## config.mk

```make
export PLATFORM = sky130hd
export DESIGN_NAME = fetch_queue_flat
export DESIGN_NICKNAME = d
export VERILOG_FILES = /design/src/rtl/fetch_queue_if.sv /design/src/rtl/fetch_queue.sv /design/src/flat_wrapper.sv
export SDC_FILE = /design/constraint.sdc
export NUM_CORES = 1
export LEC_CHECK = 0
export BUFFER_PORTS_ARGS = -buffer_cell sky130_fd_sc_hd__buf_4
export CAP_MARGIN = 15
export CORE_AREA = 2 2 205 207
export CTS_BUF_LIST = sky130_fd_sc_hd__clkbuf_2
export DETAILED_ROUTE_END_ITERATION = 8
export DIE_AREA = 0 0 207 209
export HOLD_SLACK_MARGIN = 0.05
export PLACE_DENSITY = 0.5
export SLEW_MARGIN = 5
export SYNTH_ARGS = -nofsm -noshare
export SYNTH_HDL_FRONTEND = slang
export SYNTH_SLANG_ARGS = --single-unit
export TNS_END_PERCENT = 5
```

## constraint.sdc

```tcl
create_clock -name clk -period 5.7 [get_ports clk]
set_input_delay 0.285 -clock clk [delete_from_list [all_inputs] [get_ports clk]]
set_output_delay 0.285 -clock clk [all_outputs]
set_load 0.005 [all_outputs]
```

## src/rtl/fetch_queue_if.sv

```systemverilog
// Fetch-stage bundle: instruction-bus request/response, redirect, and the
// decode-facing output handshake.
interface fetch_queue_if;
  logic        ireq_valid;
  logic [31:0] ireq_addr;
  logic        ireq_ready;
  logic        iresp_valid;
  logic [31:0] iresp_data;
  logic        redirect_valid;
  logic [31:0] redirect_pc;
  logic        out_valid;
  logic [31:0] out_instr;
  logic [31:0] out_pc;
  logic        out_adel;
  logic        out_ready;

  modport master (
    output ireq_valid, ireq_addr, out_valid, out_instr, out_pc, out_adel,
    input  ireq_ready, iresp_valid, iresp_data, redirect_valid, redirect_pc, out_ready
  );

  modport slave (
    input  ireq_valid, ireq_addr, out_valid, out_instr, out_pc, out_adel,
    output ireq_ready, iresp_valid, iresp_data, redirect_valid, redirect_pc, out_ready
  );
endinterface

```

## src/rtl/fetch_queue.sv

```systemverilog
// Instruction fetch with one outstanding bus request and a small decoupling
// FIFO of {instr, pc, adel} entries feeding decode.
module fetch_queue #(
  parameter logic [31:0] RESET_PC = 32'hbfc0_0000,
  parameter int          DEPTH    = 4
) (
  input  logic         clk,
  input  logic         reset,
  fetch_queue_if.master bus
);
  localparam int PW = $clog2(DEPTH);
  localparam int CW = PW + 1;
  localparam logic [CW-1:0] DEPTH_C = CW'(DEPTH);

  typedef enum logic [1:0] {IDLE, WAIT, DROP} state_e;

  typedef struct packed {
    logic [31:0] instr;
    logic [31:0] pc;
    logic        adel;
  } entry_t;

  entry_t          fifo_q [DEPTH];
  logic [31:0]     pc_q, pc_d;
  logic [PW-1:0]   head_q, head_d, tail_q, tail_d;
  logic [CW-1:0]   count_q, count_d;
  state_e          state_q, state_d;
  logic            halt_q, halt_d;

  logic   fetch_ok, req_ok, adel_enq, resp_enq, enq, pop, hs, we;
  entry_t enq_e, head_e;

  always_comb begin
    fetch_ok = (state_q == IDLE) && !halt_q && (count_q < DEPTH_C);
    req_ok   = fetch_ok && (pc_q[1:0] == 2'b00);
    adel_enq = fetch_ok && (pc_q[1:0] != 2'b00);
    resp_enq = (state_q == WAIT) && bus.iresp_valid;
    enq      = adel_enq || resp_enq;
    pop      = (count_q != '0) && bus.out_ready;
    hs       = bus.ireq_valid && bus.ireq_ready;
    we       = enq && !bus.redirect_valid;
    enq_e    = adel_enq ? '{instr: 32'h0, pc: pc_q, adel: 1'b1}
                        : '{instr: bus.iresp_data, pc: pc_q, adel: 1'b0};
  end

  always_comb begin
    state_d = state_q;
    pc_d    = pc_q;
    head_d  = head_q;
    tail_d  = tail_q;
    count_d = count_q;
    halt_d  = halt_q;
    if (bus.redirect_valid) begin
      // The in-flight response (if any) is stale; a response landing in the
      // redirect cycle itself retires it immediately.
      state_d = (state_q == IDLE || bus.iresp_valid) ? IDLE : DROP;
      pc_d    = bus.redirect_pc;
      head_d  = '0;
      tail_d  = '0;
      count_d = '0;
      halt_d  = 1'b0;
    end else begin
      case (state_q)
        IDLE:    if (hs) state_d = WAIT;
        WAIT:    if (bus.iresp_valid) state_d = IDLE;
        DROP:    if (bus.iresp_valid) state_d = IDLE;
        default: state_d = IDLE;
      endcase
      if (pop) head_d = head_q + PW'(1);
      if (enq) tail_d = tail_q + PW'(1);
      count_d = count_q + CW'(enq) - CW'(pop);
      if (resp_enq) pc_d = pc_q + 32'd4;
      if (adel_enq) halt_d = 1'b1;
    end
  end

  always_ff @(posedge clk) begin
    if (reset) begin
      state_q <= IDLE;
      pc_q    <= RESET_PC;
      head_q  <= '0;
      tail_q  <= '0;
      count_q <= '0;
      halt_q  <= 1'b0;
    end else begin
      state_q <= state_d;
      pc_q    <= pc_d;
      head_q  <= head_d;
      tail_q  <= tail_d;
      count_q <= count_d;
      halt_q  <= halt_d;
    end
  end

  always_ff @(posedge clk) begin
    if (!reset && we) fifo_q[tail_q] <= enq_e;
  end

  assign head_e         = fifo_q[head_q];
  assign bus.ireq_valid = req_ok && !bus.redirect_valid && !reset;
  assign bus.ireq_addr  = pc_q;
  assign bus.out_valid  = (count_q != '0) && !reset;
  assign bus.out_instr  = head_e.instr;
  assign bus.out_pc     = head_e.pc;
  assign bus.out_adel   = bus.out_valid && head_e.adel;
endmodule
```

## src/flat_wrapper.sv

```systemverilog
// flat-port wrapper written by rule: the top's interface ports become plain ports
module fetch_queue_flat 
#(
  parameter logic [31:0] RESET_PC = 32'hbfc0_0000,
  parameter int          DEPTH    = 4
)
  (clk, reset, bus_ireq_valid, bus_ireq_addr, bus_out_valid, bus_out_instr, bus_out_pc, bus_out_adel, bus_ireq_ready, bus_iresp_valid, bus_iresp_data, bus_redirect_valid, bus_redirect_pc, bus_out_ready);
  fetch_queue_if bus_i ();
  input  logic clk;
  input  logic reset;
  output wire logic [$bits(bus_i.ireq_valid)-1:0] bus_ireq_valid;
  output wire logic [$bits(bus_i.ireq_addr)-1:0] bus_ireq_addr;
  output wire logic [$bits(bus_i.out_valid)-1:0] bus_out_valid;
  output wire logic [$bits(bus_i.out_instr)-1:0] bus_out_instr;
  output wire logic [$bits(bus_i.out_pc)-1:0] bus_out_pc;
  output wire logic [$bits(bus_i.out_adel)-1:0] bus_out_adel;
  input wire logic [$bits(bus_i.ireq_ready)-1:0] bus_ireq_ready;
  input wire logic [$bits(bus_i.iresp_valid)-1:0] bus_iresp_valid;
  input wire logic [$bits(bus_i.iresp_data)-1:0] bus_iresp_data;
  input wire logic [$bits(bus_i.redirect_valid)-1:0] bus_redirect_valid;
  input wire logic [$bits(bus_i.redirect_pc)-1:0] bus_redirect_pc;
  input wire logic [$bits(bus_i.out_ready)-1:0] bus_out_ready;
  assign bus_ireq_valid = bus_i.ireq_valid;
  assign bus_ireq_addr = bus_i.ireq_addr;
  assign bus_out_valid = bus_i.out_valid;
  assign bus_out_instr = bus_i.out_instr;
  assign bus_out_pc = bus_i.out_pc;
  assign bus_out_adel = bus_i.out_adel;
  assign bus_i.ireq_ready = bus_ireq_ready;
  assign bus_i.iresp_valid = bus_iresp_valid;
  assign bus_i.iresp_data = bus_iresp_data;
  assign bus_i.redirect_valid = bus_redirect_valid;
  assign bus_i.redirect_pc = bus_redirect_pc;
  assign bus_i.out_ready = bus_out_ready;
  fetch_queue #(.RESET_PC(RESET_PC), .DEPTH(DEPTH)) u_core (.clk(clk), .reset(reset), .bus(bus_i));
endmodule
```

==> impl_metrics.toml <==
[clocking]
clk-insertion-delay-late_ns = 0.87
h-tree-depth = 3
clkTransAtPathRegs_ns = 0.09
max-clock-path-buffers = 3
cts_made_buffers = 83
clockRootBuffer = "clkbuf_2"
cts.sinks = 304
post_cts_buffers = 0
cts_tree = "built"

[logic_synthesis]
yosysSeqAreaShare_pct = 71.3
yosysTopAreaCell = "edfxtp_1"
synthAdderAreaFrac_pct = 1.09
synthTopCellsByCount = "260 x edfxtp_1, 65 x mux4_2, 47 x nor2_1, 44 x dfxtp_1, 32 x buf_4"
synth_fp_nets = 769
ys_seq_elements = 304
synth_area_mm2 = 0.0122
synthArstFlopShare_pct = 0
synthSimpleGateAreaFrac_pct = 7.69
synth_top_area_share_pct = 64.0
synth_cells = 689
synth-xor-area-share_pct = 1.94
synth_edf_count = 260
synth-compound-area-share_pct = 2.39
synth_flop_cell = "edfxtp_1"
synthTopCellsByArea = "edfxtp_1 64%, mux4_2 12%, dfxtp_1 7.2%"
synthMuxAreaShare_pct = 12.3
synth_area_per_cell_um2 = 17.7
synth_top_family_by_area = "multiplexers"
synthDistinctLibCells = 49
synth.most_common_cell = "edfxtp_1"
synth_warnings = 0

[grt]
grt_pass1_vias = 7739
gr-usage-met1_pct = 18.9
use_met2_pct = 21.4
grtUsageMet3_pct = 3.44
antenna_found_initial = 2
grt_busiest_layer = "met2"
grt_overflow_total = 0
grt_max_degree = 66
grt_first_pass_wirelength_um = 46000
grtUsageTotal_pct = 13.9

[routing]
post_drt_wl_per_cell_um = 18.7
num_vias = 7226
drc = 0
wl_um = 30000
first_pass_iters = 6
ant_nets = 0
vias_per_cell = 4.51
first_iter_violations = 389

[placement]
numPortBuffers = 168
dp.cells = 1340
gp_congestion = 0.722
post-dp-hpwl_um = 18000

[die]
std_cell_rows = 75
start_util_pct = 29.5
coreArea_mm2 = 0.0413
die_h_um = 209
io_pins = 169
dieArea_mm2 = 0.0433
die_width_um = 207

[cells_and_area]
finalNonFillerCells = 1603
utilization_pct = 38.1
fillCellCount = 3965
area_delta_synth_final_pct = 29.1
drive_gt1_share_pct = 37.1
fin_nets = 1080

[timing]
hold_ws_ns = 0.222
fin_crit_ns = 3.53
setup_tns_ns = 0
worstMarginPinSlew_ns = 1.10
final-setup-viol-count = 0
fmax_ghz = 0.284
skew_ns = 0.0827
slew_headroom_pct = 26.7
rsz0062_at_grt = "no"
fin_crit_sh_pct = 61.9
slew_violations = 0
hold_viol = 0

[worst_hold_path]
hp-class = "in -> reg"

[pwr]
cellPowerDensity_mw_per_mm2 = 283
peakVddDrop_mv = 0.127
p_leak_uw = 0.00563

[critical_path]
cp.arrival_ns = 3.24
crit_fanout = 45
critPathKind = "reg -> out"
crit_required_ns = 5.41
crit_path_end_kind = "primary output"
setup.worst_path.start_class = "flop"

[status]
status = "finished, final reports clean"

[job]
drv_cap = 0
## cell families after synthesis
logic type | Yosys count
simple gates | 160
mux | 68
buf+inv | 75
fa+ha+maj | 10
flops | 304
xor+xnor | 27
compound gates | 45
## sequential cells by signal, indices dropped and copies added, names as in the netlist, named ones only
| signal | cells |
|---|---|
| u_core.count_q | 3 |
| u_core.bus.ireq_addr | 32 |
| u_core.tail_q | 2 |
| u_core.halt_q | 1 |
| u_core.head_q | 2 |
| u_core.fifo_q | 260 |
| u_core.state_q | 2 |
## through the flow
stage	setup WS (ns)	instance area (um2)	total power [uW]
after floorplan	2.33	12200	2740
after CTS	1.92	15700	4540
after global routing	1.82	15700	4680
after detailed placement	2.56	13800	2910
after global placement	2.60	13800	2910
final	2.17	15700	4450
## worst paths after layout
| path | depth (start not counted) | end | slack [ns] | startpoint |
|---|---|---|---|---|
| setup / recovery | 3 | bus_out_pc[21] | 2.17 | flop |
| hold / removal | 3 | u_core.head_q[0]$_SDFFE_PP0P_ | 0.22 | reset |
| setup reg to reg | 8 | u_core.state_q[0]$_SDFFE_PP0P_ | 2.46 | u_core.state_q[1]$_SDFFE_PP0P_ |
| hold reg to reg | 2 | u_core.halt_q$_SDFFE_PP0P_ | 0.47 | u_core.halt_q$_SDFFE_PP0P_ |
## critical path: stages (launching register included)
cell     delay, ns
dfxtp_4       1.01
buf_4         0.54
mux4_2        0.63
buf_4         0.17
## power breakdown
group | switching [uW] | total (uW) | internal [uW]
Combinational | 167 | 387 | 219
Clock | 890 | 1540 | 649
Sequential | 57.4 | 2520 | 2470
## routing by layer
layer  part of all wire [%]  vias up
met5                      0        -
met4                    2.5        0
met3                    5.8       58
met2                     46      253
met1                     45     3580
li1                       -     3335
## cell type report
| type | count | area (um2) | area share [%] |
|---|---|---|---|
| inverter | 14 | 52.6 | 0.334 |
| antenna | 2 | 5.00 | 0.0318 |
| sequential | 304 | 8700 | 55.2 |
| multi-input combinational | 310 | 3120 | 19.8 |
| clock buffer | 131 | 656 | 4.16 |
| timing repair buffer | 287 | 2440 | 15.5 |
| tap | 539 | 674 | 4.28 |
| clock inverter | 16 | 100 | 0.636 |
## layout by cell type (no fill, tap or decap), drive strengths merged, types with 3 or more instances in the layout
cell type / instances
xor2: 18
buf: 173
nor2: 47
mux4: 65
and4: 4
nor4: 6
nand3: 13
dfxtp: 44
and2b: 9
edfxtp: 260
clkbuf: 131
a21oi: 15
dlygate4sd3: 114
nand2: 19
ha: 9
o21ai: 7
nor2b: 25
mux2i: 3
a221oi: 3
and3: 10
xnor2: 9
inv: 16
clkinv: 12
nand4: 11
and2: 3
a211oi: 11
nor3: 5
## what timing repair did
action                                 4_1_cts  5_1_grt
hold buffers                               114        0
resized for setup                            0        0
endpoints found under the hold margin      170        0
No activity file was read; power rests on OpenSTA's default activity.
